[src/rtl/fruit_pkg.sv]
// Shared definitions for the fruit sprite engine: fruit choices, slot states,
// sprite geometry, per-fruit colours and the 17-row shape table.
package fruit_pkg;

  typedef enum logic [1:0] {
    CHOICE_ORANGE      = 2'd0,
    CHOICE_APPLE       = 2'd1,
    CHOICE_POMEGRANATE = 2'd2,
    CHOICE_PEAR        = 2'd3
  } choice_e;

  typedef enum logic [1:0] {
    SLOT_EMPTY  = 2'd0,
    SLOT_WHOLE  = 2'd1,
    SLOT_SLICED = 2'd2
  } slot_state_e;

  localparam int SPRITE_HALF = 8;
  localparam int SPRITE_ROWS = 2 * SPRITE_HALF + 1;

  localparam logic [11:0] COLOR_ORANGE      = 12'hF88;
  localparam logic [11:0] COLOR_APPLE       = 12'hF00;
  localparam logic [11:0] COLOR_POMEGRANATE = 12'hFBE;
  // 12'hF90 is held back for a future fruit; the pear is drawn in green.
  localparam logic [11:0] COLOR_PEAR        = 12'h9F0;

  // Row masks, 17 rows per choice (index = choice*17 + row). Bit d set means
  // the pixels at horizontal distance d from the centre column are filled.
  // The base outline is a radius-8 disc; the other fruits alter its top rows.
  localparam logic [8:0] SHAPE_ROM [4*SPRITE_ROWS] = '{
    // orange: plain disc
    9'h001, 9'h00F, 9'h03F, 9'h07F, 9'h07F, 9'h0FF, 9'h0FF, 9'h0FF, 9'h1FF,
    9'h0FF, 9'h0FF, 9'h0FF, 9'h07F, 9'h07F, 9'h03F, 9'h00F, 9'h001,
    // apple: centre notch cut into the top rows
    9'h000, 9'h00C, 9'h03E, 9'h07F, 9'h07F, 9'h0FF, 9'h0FF, 9'h0FF, 9'h1FF,
    9'h0FF, 9'h0FF, 9'h0FF, 9'h07F, 9'h07F, 9'h03F, 9'h00F, 9'h001,
    // pomegranate: small crown of points on top
    9'h005, 9'h007, 9'h03F, 9'h07F, 9'h07F, 9'h0FF, 9'h0FF, 9'h0FF, 9'h1FF,
    9'h0FF, 9'h0FF, 9'h0FF, 9'h07F, 9'h07F, 9'h03F, 9'h00F, 9'h001,
    // pear: narrow neck widening into the disc body
    9'h001, 9'h003, 9'h003, 9'h007, 9'h007, 9'h00F, 9'h0FF, 9'h0FF, 9'h1FF,
    9'h0FF, 9'h0FF, 9'h0FF, 9'h07F, 9'h07F, 9'h03F, 9'h00F, 9'h001
  };

  function automatic logic [11:0] choice_color(input logic [1:0] c);
    case (choice_e'(c))
      CHOICE_ORANGE:      return COLOR_ORANGE;
      CHOICE_APPLE:       return COLOR_APPLE;
      CHOICE_POMEGRANATE: return COLOR_POMEGRANATE;
      default:            return COLOR_PEAR;
    endcase
  endfunction

  // Safe mask lookup: distances beyond the 9-bit mask read as empty.
  function automatic logic mask_bit(input logic [8:0] m, input logic [3:0] d);
    logic [8:0] s;
    s = m >> d;
    return s[0];
  endfunction

endpackage

[src/rtl/fruit_shape_rom.sv]
// Combinational shape lookup.
//   choice : fruit choice (2 bits)
//   r      : sprite row 0..16; other values return an empty mask
//   mask   : 9-bit row mask, bit d = pixels at |dx| = d are filled
import fruit_pkg::*;

module fruit_shape_rom (
  input  logic [1:0] choice,
  input  logic [4:0] r,
  output logic [8:0] mask
);

  logic [6:0] idx;

  always_comb begin
    // max 3*17+31 = 82, fits in 7 bits; only used when r is in range
    idx  = 7'(choice) * 7'(SPRITE_ROWS) + {2'b00, r};
    mask = '0;
    if (r < 5'(SPRITE_ROWS)) mask = SHAPE_ROM[idx];
  end

endmodule

[src/rtl/fruit_sprite_engine.sv]
// Fruit sprite engine: NUM_SLOTS fruit slots (load / slice / frame-tick
// animation) and a 2-stage pixel query pipeline.
//   clk, rst                       : clock, synchronous active-high reset
//   frame_tick                     : frame strobe, advances sliced fruit
//   load, load_slot/x0/y0/choice   : place a whole fruit in a slot
//   slice, slice_slot              : cut a whole fruit
//   en                             : display enable (sampled with the query)
//   valid_in, x, y                 : pixel query
//   valid_out, color, hit, hit_slot: query result, 2 cycles after valid_in
import fruit_pkg::*;

module fruit_sprite_engine #(
  parameter int NUM_SLOTS = 4,
  parameter int COORD_W   = 10,
  parameter int COLOR_W   = 12,
  parameter int SPLIT_MAX = 15
) (
  input  logic                         clk,
  input  logic                         rst,
  input  logic                         frame_tick,
  input  logic                         load,
  input  logic [$clog2(NUM_SLOTS)-1:0] load_slot,
  input  logic [COORD_W-1:0]           load_x0,
  input  logic [COORD_W-1:0]           load_y0,
  input  logic [1:0]                   load_choice,
  input  logic                         slice,
  input  logic [$clog2(NUM_SLOTS)-1:0] slice_slot,
  input  logic                         en,
  input  logic                         valid_in,
  input  logic [COORD_W-1:0]           x,
  input  logic [COORD_W-1:0]           y,
  output logic                         valid_out,
  output logic [COLOR_W-1:0]           color,
  output logic                         hit,
  output logic [$clog2(NUM_SLOTS)-1:0] hit_slot
);

  localparam int SLOT_W  = $clog2(NUM_SLOTS);
  localparam int SPLIT_W = $clog2(SPLIT_MAX + 1);
  localparam int CW1     = COORD_W + 1;
  localparam logic [CW1-1:0]        HALF_U  = CW1'(SPRITE_HALF);
  localparam logic signed [CW1-1:0] ROW_MAX = CW1'(2 * SPRITE_HALF);

  slot_state_e        state_q [NUM_SLOTS], state_d [NUM_SLOTS];
  logic [SPLIT_W-1:0] split_q [NUM_SLOTS], split_d [NUM_SLOTS];
  logic [COORD_W-1:0] x0_q    [NUM_SLOTS], x0_d    [NUM_SLOTS];
  logic [COORD_W-1:0] y0_q    [NUM_SLOTS], y0_d    [NUM_SLOTS];
  logic [1:0]         choice_q[NUM_SLOTS], choice_d[NUM_SLOTS];

  logic [NUM_SLOTS-1:0] hit_now;
  logic [COLOR_W-1:0]   color_now [NUM_SLOTS];

  logic                 valid1_q, valid1_d, en1_q, en1_d;
  logic [NUM_SLOTS-1:0] hit1_q, hit1_d;
  logic [COLOR_W-1:0]   color1_q [NUM_SLOTS], color1_d [NUM_SLOTS];

  logic                 valid2_q, valid2_d, hit2_q, hit2_d;
  logic [COLOR_W-1:0]   color2_q, color2_d;
  logic [SLOT_W-1:0]    slot2_q, slot2_d;

  // Slot update priority: load > slice > frame tick. A slice only acts on a
  // WHOLE slot and the tick only on SLICED ones, so slice-vs-tick in the same
  // cycle naturally leaves split=0.
  always_comb begin
    for (int i = 0; i < NUM_SLOTS; i++) begin
      state_d[i]  = state_q[i];
      split_d[i]  = split_q[i];
      x0_d[i]     = x0_q[i];
      y0_d[i]     = y0_q[i];
      choice_d[i] = choice_q[i];
      if (frame_tick && state_q[i] == SLOT_SLICED) begin
        if (split_q[i] == SPLIT_W'(SPLIT_MAX)) begin
          state_d[i] = SLOT_EMPTY;
          split_d[i] = '0;
        end else begin
          split_d[i] = split_q[i] + SPLIT_W'(1);
        end
      end
      if (slice && slice_slot == SLOT_W'(i) && state_q[i] == SLOT_WHOLE) begin
        state_d[i] = SLOT_SLICED;
        split_d[i] = '0;
      end
      if (load && load_slot == SLOT_W'(i)) begin
        state_d[i]  = SLOT_WHOLE;
        split_d[i]  = '0;
        x0_d[i]     = load_x0;
        y0_d[i]     = load_y0;
        choice_d[i] = load_choice;
      end
    end
  end

  for (genvar gi = 0; gi < NUM_SLOTS; gi++) begin : g_slot
    logic signed [CW1-1:0] row_s;
    logic                  row_ok;
    logic [4:0]            row;
    logic [8:0]            mask_l, mask_r;
    logic [CW1-1:0]        xe, x0e, sp, xs_l, xs_r, d_w, d_l, d_r;
    logic                  hit_w, hit_l, hit_r, hit_slot_now;

    always_comb begin
      row_s  = $signed({1'b0, y}) - $signed({1'b0, y0_q[gi]}) + CW1'(SPRITE_HALF);
      row_ok = !row_s[CW1-1] && (row_s <= ROW_MAX);
      row    = row_s[4:0];
    end

    fruit_shape_rom u_rom_l (.choice(choice_q[gi]), .r(row), .mask(mask_l));
    fruit_shape_rom u_rom_r (.choice(choice_q[gi]), .r(row), .mask(mask_r));

    // All horizontal maths in COORD_W+1 unsigned bits with explicit range
    // checks, so neither half can wrap across the screen edge.
    always_comb begin
      xe    = {1'b0, x};
      x0e   = {1'b0, x0_q[gi]};
      sp    = CW1'(split_q[gi]);
      d_w   = (xe >= x0e) ? xe - x0e : x0e - xe;
      hit_w = (d_w <= HALF_U) && mask_bit(mask_l, d_w[3:0]);
      xs_l  = xe + sp;
      d_l   = x0e - xs_l;
      hit_l = (xs_l < x0e) && (d_l <= HALF_U) && mask_bit(mask_l, d_l[3:0]);
      xs_r  = xe - sp;
      d_r   = xs_r - x0e;
      hit_r = (xe >= sp) && (xs_r >= x0e) && (d_r <= HALF_U) &&
              mask_bit(mask_r, d_r[3:0]);
      case (state_q[gi])
        SLOT_WHOLE:  hit_slot_now = row_ok && hit_w;
        SLOT_SLICED: hit_slot_now = row_ok && (hit_l || hit_r);
        default:     hit_slot_now = 1'b0;
      endcase
    end

    assign hit_now[gi]   = hit_slot_now;
    assign color_now[gi] = COLOR_W'(choice_color(choice_q[gi]));
  end

  always_comb begin
    valid1_d = valid_in;
    en1_d    = en;
    hit1_d   = valid_in ? hit_now : '0;
    color1_d = color_now;
  end

  // Descending scan so the lowest-index hitting slot wins.
  always_comb begin
    valid2_d = valid1_q;
    hit2_d   = 1'b0;
    color2_d = '0;
    slot2_d  = '0;
    if (valid1_q && en1_q) begin
      for (int i = NUM_SLOTS - 1; i >= 0; i--) begin
        if (hit1_q[i]) begin
          hit2_d   = 1'b1;
          color2_d = color1_q[i];
          slot2_d  = SLOT_W'(i);
        end
      end
    end
  end

  always_ff @(posedge clk) begin
    if (rst) begin
      for (int i = 0; i < NUM_SLOTS; i++) begin
        state_q[i]  <= SLOT_EMPTY;
        split_q[i]  <= '0;
        x0_q[i]     <= '0;
        y0_q[i]     <= '0;
        choice_q[i] <= '0;
        color1_q[i] <= '0;
      end
      valid1_q <= 1'b0;
      en1_q    <= 1'b0;
      hit1_q   <= '0;
      valid2_q <= 1'b0;
      hit2_q   <= 1'b0;
      color2_q <= '0;
      slot2_q  <= '0;
    end else begin
      for (int i = 0; i < NUM_SLOTS; i++) begin
        state_q[i]  <= state_d[i];
        split_q[i]  <= split_d[i];
        x0_q[i]     <= x0_d[i];
        y0_q[i]     <= y0_d[i];
        choice_q[i] <= choice_d[i];
        color1_q[i] <= color1_d[i];
      end
      valid1_q <= valid1_d;
      en1_q    <= en1_d;
      hit1_q   <= hit1_d;
      valid2_q <= valid2_d;
      hit2_q   <= hit2_d;
      color2_q <= color2_d;
      slot2_q  <= slot2_d;
    end
  end

  assign valid_out = valid2_q;
  assign color     = color2_q;
  assign hit       = hit2_q;
  assign hit_slot  = slot2_q;

endmodule

[config.mk]
export PLATFORM = sky130hd
export DESIGN_NAME = fruit_sprite_engine
export DESIGN_NICKNAME = d
export VERILOG_FILES = /design/src/rtl/fruit_pkg.sv /design/src/rtl/fruit_shape_rom.sv /design/src/rtl/fruit_sprite_engine.sv
export SDC_FILE = /design/constraint.sdc
export NUM_CORES = 1
export LEC_CHECK = 0
export CAP_MARGIN = 20
export CORE_MARGIN = 2
export CORE_UTILIZATION = 50
export CTS_BUF_LIST = sky130_fd_sc_hd__clkbuf_16
export CTS_CLUSTER_SIZE = 20
export DETAILED_ROUTE_END_ITERATION = 8
export PLACE_DENSITY = 0.65
export SYNTH_ARGS = -nofsm -noshare
export SYNTH_HDL_FRONTEND = slang
export SYNTH_HIERARCHICAL = 1
export SYNTH_SLANG_ARGS = --single-unit
export TNS_END_PERCENT = 10
[constraint.sdc]
create_clock -name clk -period 8.81 [get_ports clk]
set_input_delay 0.881 -clock clk [delete_from_list [all_inputs] [get_ports clk]]
set_output_delay 0.881 -clock clk [all_outputs]
set_load 0.005 [all_outputs]
==> reports/qor.csv <==
stage;metric;value;unit
floorplanning;Die Y;227;µm
synthesis;Top FF cell, synth;dfxtp_1;
critical_path;Worst Path Arrival;6.49;ns
synthesis;Yosys reg bits;154;
layout;fill count;4775;
layout;final non-filler cell total;3921;
critical_path;worst-path maximum fanout;7;
cts;TritonCTS clock tree;built;
timing;Fin. Hold Viols;0;
global_routing;pin count of the biggest net entering global routing;81;
timing;Fmax achieved;163;MHz
placement;Cells after DPL;3887;
floorplanning;Die ar.;51300;µm²
synthesis;Avg Cell Area, Syn;7.56;µm²
timing;worst rel slew slack;15.2;%
cts;H-tree levels;4;
critical_path;Max stage delay on crit path;0.86;ns
cts;clk_lat worst skew;0.47;ns
placement;IO Port Bufs;67;
placement;GPL Wtd Cong;0.997;
synthesis;post-synthesis async set-or-reset flop share;0;%
critical_path;R2R cell count;19;
global_routing;first-pass GRT wire length;125000;µm
layout;final instance area;26300;µm²
layout;layout cell share with drive strength beyond 1;4.33;%
critical_path;CP Launch Type;input pin;
timing;setup TNS;0;ns
synthesis;Post-Syn Nets;3749;
critical_path;Crit. Startpoint;y[1];
global_routing;GRT Total Usage;30.7;%
critical_path;Worst Setup EP;hit1_q[0];
cts;CTS root buf;clkbuf_16;
cts;CTS sink cnt;154;
power_and_ir_drop;total leakage power;10.7;nW
critical_path;end of the worst register-to-register path;hit1_q[0];
drt;final wirelength;78900;µm
cts;maximum clock insertion buffer count;2;
drt;# DRC;0;
critical_path;Crit Path Class;input pin to flip-flop;
synthesis;yosys warns;6;
drt;routed len/inst;20.1;µm
power_and_ir_drop;total power;3.51;mW
synthesis;Post-synth EDFFs;0;
global_routing;vias in the first global route;22800;
critical_path;Setup crit end kind;flip-flop;
flow_run;max cap viols;0;
drt;initial drt markers;1921;
critical_path;r2r setup slk;3.50;ns
timing;final clock skew;0.0161;ns
synthesis;Mapped Cells;3276;
drt;drt pass-1 iters;5;
floorplanning;IO Pins;69;
floorplanning;Die X;227;µm
placement;DP HPWL;61000;µm
timing;Slew @ Worst Pin;1.26;ns
layout;Nets;3716;
critical_path;CP Cell Sequence;clkdlybuf4s50_1 > ha_1 > ha_1 > fa_1 > inv_1 > fa_1 > nand3b_1 > xnor2_1 > nor4_1 > o211ai_1 > nand3_1 > mux4_2 > mux2_2 > o21ai_0 > o31a_1 > nor4_1 > o2111ai_1 > a2bb2oi_1 > o32ai_1;
timing;crit path time final;6.12;ns
global_routing;global route overflow;0;
critical_path;Critical Path RT;9.17;ns
global_routing;initial antenna violation count;0;
worst_hold_path;Hold Crit Class;flip-flop to flip-flop;
power_and_ir_drop;VDD IR max;94.5;µV
timing;Slew Viols, Final;0;
power_and_ir_drop;PwrDens;133;nW/µm²
drt;Antenna Violating Nets Remaining;0;
timing;Setup Viol. Count Final;0;
placement;post-placement cell area;25700;µm²
floorplanning;effective utilization at floorplan;50.6;%
drt;Via-to-Cell Ratio;6.18;
critical_path;cell with the largest stage delay on the worst path;fa_1;
synthesis;Mapped Area;24800;µm²
cts;post-CTS setup buffer count;0;
cts;CTS Buf Count;17;
cts;# resized after CTS;0;
synthesis;sequential share of the synthesized area;12.4;%
timing;Final period util;69.5;%
outcome;outcome;completed;
drt;Vias;24200;
floorplanning;Rows;81;
cts;Hold Buf Count CTS;0;
critical_path;RR Startpoint;y0_q[0][1];
synthesis;Netlist cell types;97;
layout;area growth from synthesis to layout;6.21;%
cts;Clock transition at path regs;0.08;ns
timing;RSZ-0062 raised after global routing;false;
floorplanning;Core Box Area;49000;µm²
-- layout make-up --
type | count | area [µm²] | share of cell area (%)
antenna | 1 | 2.50 | 0.00951
clock buffer | 17 | 425 | 1.62
clock inverter | 15 | 181 | 0.689
inverter | 272 | 1020 | 3.88
multi-input combinational | 2707 | 19900 | 75.7
sequential | 154 | 3080 | 11.7
tap | 664 | 831 | 3.16
timing repair buffer | 91 | 856 | 3.25
-- registers in the layout, summed over array words and instances, names as in the netlist --
signal and count:
valid_out 1, hit_slot 2, color1_q 25, hit 1, color 7, x0_q 40
state_q 8, en1_q 1, y0_q 40, choice_q 8, valid1_q 1, hit1_q 4
split_q 16
-- metrics by stage --
step	utilization (%)	hold slack (ns)	setup slack [ns]
floorplan	-	0.406	3.64
global placement	52.5	0.433	2.43
detailed placement	52.5	0.435	2.32
CTS	53.7	0.457	2.80
global route	53.8	0.470	2.46
finish	53.8	0.459	2.69
-- layer usage --
layer | part of all wire [%] | global-route usage, % | vias up
li1 | - | - | 11700
met1 | 44 | 39.6 | 11600
met2 | 47 | 51.6 | 811
met3 | 5.8 | 4.24 | 144
met4 | 3.7 | 12.1 | 0
met5 | 0 | 0 | -
-- cells in the final DEF, fill, tap and decap left out, drive strengths merged, types with 22 or more instances in the layout --
cell,n
o21ai,135
clkdlybuf4s50,66
dfxtp,154
and2,34
nor3,69
o21a,33
mux4,28
xnor2,142
nand2b,54
nor4,33
xor2,55
a21o,45
nor2b,51
a211oi,63
nor2,236
o21bai,34
and3,38
a22oi,28
nand4,40
o22ai,23
inv,275
o31ai,23
mux2i,45
nand3b,22
ha,384
a31oi,46
nand3,83
a21oi,276
fa,36
buf,25
nand2,366
o211ai,26
-- power breakdown --
group	internal (mW)	switching, mW
clock network	0.382	0.387
registers	0.715	0.0201
logic	0.807	1.19
-- logic make-up after synthesis --
group / synth area share [%]
muxes: 4.92
buffers and inverters: 7.20
xor gates and xnor gates: 6.96
other: 0.0151
DFF: 12.4
adders and majority gates: 22.3
and+or+nand+nor: 21.2
AOI/OAI and AO/OA: 25.0
-- cell usage after synthesis, drive strengths merged (54+ instances only) --
library cell  number  area share, %
ha               384             19
nand2            366            5.6
a21oi            276            5.6
inv              270            4.1
nor2             236            3.6
dfxtp            154             12
xnor2            142            5.0
o21ai            135            2.7
nand3             83            1.7
clkbuf            80            1.2
nor3              69            1.4
a211oi            63            1.9
buf               63            1.9
xor2              55            1.9
nand2b            54            1.4
-- worst max-delay path, delay by kind of cell --
kind | cells | cell delay [ns]
XOR/XNOR | 1 | 0.62
buffers and inverters | 2 | 0.86
AND/OR/NAND/NOR | 4 | 0.65
multiplexers | 2 | 0.77
adder cells (fa/ha/maj) | 4 | 1.93
AO/OA/AOI/OAI | 6 | 0.77
-- how the worst min path moves through the flow --
stage / from / to / depth (start not counted)
floorplan: color1_q[3][8] / color[8] / 1
global placement: color1_q[3][8] / color[8] / 1
detailed placement: color1_q[3][8] / color[8] / 1
CTS: y0_q[1][2] / y0_q[1][2] / 2
global route: y0_q[0][4] / y0_q[0][4] / 2
finish: y0_q[1][2] / y0_q[1][2] / 2
(Power assumes the default switching activity.)
